File: src/rtl/hamming_encoder_7_4.sv
// Registered Hamming(7,4) encoder: codeword {d3,d2,d1,p3,d0,p2,p1}, even parity.
// Define HAMMING_ENC_INPUT_REG_EN to add an input register stage (2-cycle latency).
module hamming_encoder_7_4 (
    input  logic       clk,
    input  logic       rst_n,
    input  logic       ena,
    input  logic [3:0] data_in,
    output logic [6:0] code_out,
    output logic       valid_out
);

    localparam int unsigned DATA_W = 4;
    localparam int unsigned CODE_W = 7;

    logic              ena_s;
    logic [DATA_W-1:0] data_s;
    logic [CODE_W-1:0] code_next;
    logic              p1;
    logic              p2;
    logic              p3;

`ifdef HAMMING_ENC_INPUT_REG_EN
    logic              ena_q;
    logic [DATA_W-1:0] data_q;

    // Input stage; data only captured when enabled so idle-cycle X never enters the core
    always_ff @(posedge clk or negedge rst_n) begin
        if (!rst_n) begin
            ena_q  <= 1'b0;
            data_q <= '0;
        end else begin
            ena_q <= ena;
            if (ena) begin
                data_q <= data_in;
            end
        end
    end

    assign ena_s  = ena_q;
    assign data_s = data_q;
`else
    assign ena_s  = ena;
    assign data_s = data_in;
`endif

    // Parity and codeword assembly
    always_comb begin
        p1        = 1'b0;
        p2        = 1'b0;
        p3        = 1'b0;
        code_next = '0;
        p1        = data_s[0] ^ data_s[1] ^ data_s[3];
        p2        = data_s[0] ^ data_s[2] ^ data_s[3];
        p3        = data_s[1] ^ data_s[2] ^ data_s[3];
        code_next = {data_s[3], data_s[2], data_s[1], p3, data_s[0], p2, p1};
    end

    // Output register; code holds while disabled
    always_ff @(posedge clk or negedge rst_n) begin
        if (!rst_n) begin
            code_out  <= '0;
            valid_out <= 1'b0;
        end else begin
            valid_out <= ena_s;
            if (ena_s) begin
                code_out <= code_next;
            end
        end
    end

endmodule

File: config.mk
export PLATFORM = sky130hd
export DESIGN_NAME = hamming_encoder_7_4
export DESIGN_NICKNAME = d
export VERILOG_FILES = /design/src/rtl/hamming_encoder_7_4.sv
export SDC_FILE = /design/constraint.sdc
export NUM_CORES = 1
export LEC_CHECK = 0
export CORE_AREA = 5 5 42 44
export DETAILED_ROUTE_END_ITERATION = 16
export DIE_AREA = 0 0 47 49
export PLACE_DENSITY = 0.67
export SYNTH_ARGS = -nofsm -noshare
export SYNTH_HDL_FRONTEND = slang
export SYNTH_SLANG_ARGS = --single-unit
File: constraint.sdc
create_clock -name clk -period 0.8 [get_ports clk]
set_input_delay 0.2 -clock clk [delete_from_list [all_inputs] [get_ports clk]]
set_output_delay 0.2 -clock clk [all_outputs]
set_load 0.01 [all_outputs]
# After elaboration in Yosys (flattened, before gate mapping)
# Cells that the tools add are included.
# W data, S select, Z words.
# op_classes
bitwise	6
# op_table
operator	count
$xor A1 B1 Y1	6
# totals
output_inout_bits	8
word_cells	8
input_bits	7
reg_bits	8

# Depth between registers and ports, before layout
# Gate-level depths: netlist of the first run.
# depth
depth_word	2
mapped_depth	2
depth_no_buf	2

# Worst setup path after synthesis of the first run
# No wires, ideal clock.
# synth_path
path_type	input -> register
from	in data_in[3]
to	reg code_out[0]
setup_slack_ps	-139
required_time_ps	675
arrival_time_ps	815
setup_time_ps	125
cell_stages	2
n_path_buf	0
path_cell_list	xor3_1 -> mux2_2
# synth_via
elab_chain_cells	1
# synth_rtl
item	line_no	source
from (decl)	7	input logic [3:0] data_in,
$xor A1 B1 Y1	52	p1 = data_s[0] ^ data_s[1] ^ data_s[3];
to (signal assigned)	66	code_out <= code_next;
to (decl)	8	output logic [6:0] code_out,
# No other way between the ends.
# A chain may end at the register's enable or synchronous reset.

# Final worst setup path of the first run
# layout_path
from	reg code_out[0]
to	out code_out[0]
# No word-level cell between the ends.

==> results of run 1 <==
## cell families after synthesis
logic type  synth area share
flops                  0.563
mux                    0.222
xor+xnor               0.201
buf+inv               0.0141
## cell usage in the layout, fill, tap and decap left out, drive strengths merged
| master | instances |
|---|---|
| xor3 | 3 |
| mux2 | 7 |
| clkbuf | 3 |
| clkdlybuf4s50 | 1 |
| buf | 13 |
| clkdlybuf4s15 | 1 |
| dfrtp | 8 |
## metal layers
layer | up-vias | GRT usage | routed length, um
met4 | 0 | 0.0691 | 6
met2 | 15 | 0.104 | 341
met3 | 2 | 0.0480 | 129
met1 | 104 | 0.0864 | 310
li1 | 101 | - | -
met5 | - | 0 | 0
## per-stage QoR
| stage | TNS [ns] | setup WS, ns | power [mW] |
|---|---|---|---|
| global placement | -6.63 | -0.720 | 0.774 |
| CTS | -1.45 | -0.178 | 1.07 |
| global route | -1.61 | -0.198 | 1.12 |
| detailed placement | -6.90 | -0.748 | 0.783 |
| floorplan | -0.418 | -0.139 | 0.614 |
| finish | -1.32 | -0.167 | 1.06 |
## cell type report
| class | count | area (um^2) | area share |
|---|---|---|---|
| clock buffer | 3 | 22.5 | 0.0425 |
| sequential | 8 | 200 | 0.377 |
| timing repair buffer | 15 | 130 | 0.245 |
| tap | 16 | 20.0 | 0.0377 |
| multi-input combinational | 10 | 158 | 0.297 |
## what timing repair did
item,4_1_cts,5_1_grt
resized for setup,55,7
endpoints found under the setup margin,15,12
buffers inserted,1,0
pin swaps,3,3
## power by group through the flow
stage                     logic (mW)  registers (mW)  clock network [mW]
after floorplan               0.0979           0.516                   0
after global placement         0.285           0.489                   0
after detailed placement       0.291           0.491                   0
after CTS                      0.264           0.487               0.316
after global routing           0.296           0.493               0.331
final                          0.276           0.488               0.300
## how the worst max path moves through the flow
stage,start,end,slack [ns],cells after the start
6_report,code_out[0],code_out[0],-0.17,1
4_1_cts,code_out[0],code_out[0],-0.18,1
3_5_place_dp,data_in[3],code_out[1],-0.75,3
5_1_grt,code_out[4],code_out[4],-0.20,1
2_1_floorplan,data_in[3],code_out[0],-0.14,2
3_3_place_gp,data_in[3],code_out[0],-0.72,3
## sequential cells by signal, indices dropped and copies added (netlist names)
signal,flops
code_out,7
valid_out,1
==> impl_metrics.toml, run 1 <==
[worst_setup_path]
required_ns = 0.60
worst-setup-path-type = "flop to output port"
r2r_slack_ns = -0.06
worstRegToRegCells = 2
cp_slowest_stage_delay_ns = 0.39
path_buf_inv = 1
cp.arrival_ns = 0.77
start_kind = "flop"
r2r-start = "code_out[5]"
worstPathMaxFanout = 2
critPathSlowestCell = "dfrtp_1"
rr_endpoint = "code_out[5]"
endpoint_kind = "output port"
worstPathCellList = "buf_6"
crit_family = "flip-flops"

[final_layout]
syn_to_final_growth_pct = 49.3
fin_area_um2 = 531
finalNetCount = 45
fin_cells = 52
num-fill-cells = 141
post-route-util = 0.379
antennaDiodeCount = 0
drive_above_1_share = 0.667

[synthesis]
syn_avg_cell_area_um2 = 18.7
syn_inst = 19
synth_cell_type_count = 4
yosys-top-cells-area = "dfrtp_1, mux2_2, xor3_1"
synthArstFlopShare = 1.00
synth.top_cell.area_share = 0.563
ys_ff_latch = 8
netlist_area_um2 = 355
synth_most_common_cell = "dfrtp_1"
seq_area_frac_synth = 0.563
synth-main-ff-cell = "dfrtp_1"
synth-edff-count = 0
synth_commonest_cells = "dfrtp_1, mux2_2, xor3_1"
yosysWarnings = 0
synth_top_area_cell = "dfrtp_1"
synth_nets = 26

[global_route]
grt_pass1_wl_um = 1260
overflow = 0
grt_pass1_vias = 299
grt_max_degree = 9
grt_util_all_layers = 0.0797
antenna_found_initial = 0

[drt]
drtIter0Drc = 0
drc = 0
vias = 222
avgViaCountPerCell = 4.27
wl_um = 788
ant_nets = 0
wl_per_cell_um = 15.2
first_pass_iters = 1

[power]
clockPowerShare = 0.282
switching_power_uw = 255
power.leakage_nw = 0.264
pwr-share-comb = 0.259
peakVddDrop_mv = 0.786
power_density_mw_per_mm2 = 2000
pwr-share-seq = 0.459
p_sw_frac = 0.240
p_int_uw = 808

[floorplanning]
row_count = 14
die-width_um = 47
io_pins = 15
dieArea_mm2 = 0.00230
core_mm2 = 0.00140
fp.dieH_um = 49
start_util = 0.254

[min_path]
hp-start = "data_in[1]"
hold_depth = 2
hold_path_class = "input port to flop"
holdPathEnd = "code_out[4]"

[timing]
fin_ws_ns = -0.167
fin_hold_ws_ns = 0.201
fin_crit_ns = 0.967
skew_ns = 0
setup_viol = 10
hold_violations = 0
fin_crit_sh = 1.21
tightest_slew_ns = 0.366
slew_violations = 0
rsz0062_at_grt = "yes"
max_freq_ghz = 1.03
maxSlewHeadroom = 0.755

[placed_design]
portBuffers = 14
gp_congestion = 0.701
post-place-cells = 48
detailed_place_hpwl_um = 601
place_area_um2 = 510

[clock_network]
clk_latency_ns = 0.25
ctsHoldBuffers = 0
cts_sinks = 8
cts_max_level = 1
cts_buffers = 3
clk_pin_slew_ns = 0.06
cts_tree = "built"
cts-root-buf = "clkbuf_4"
clk_path_buf_depth = 2

[outcome]
outcome = "finished with violations"
violations = "setup timing"

[job]
cap_viol_max_count = 0
Note: power is estimated with default switching activity, not from simulation.
==> inputs of run 2 (changes only) <==
--- a/config.mk
+++ b/config.mk
@@ -6,6 +6,7 @@
 export NUM_CORES = 1
 export LEC_CHECK = 0
 export CORE_AREA = 5 5 42 44
+export CTS_CLUSTER_SIZE = 40
 export DETAILED_ROUTE_END_ITERATION = 16
 export DIE_AREA = 0 0 47 49
 export PLACE_DENSITY = 0.67
==> results of run 2 <==
Final layout, timing and power as in run 1 (identical DEF).
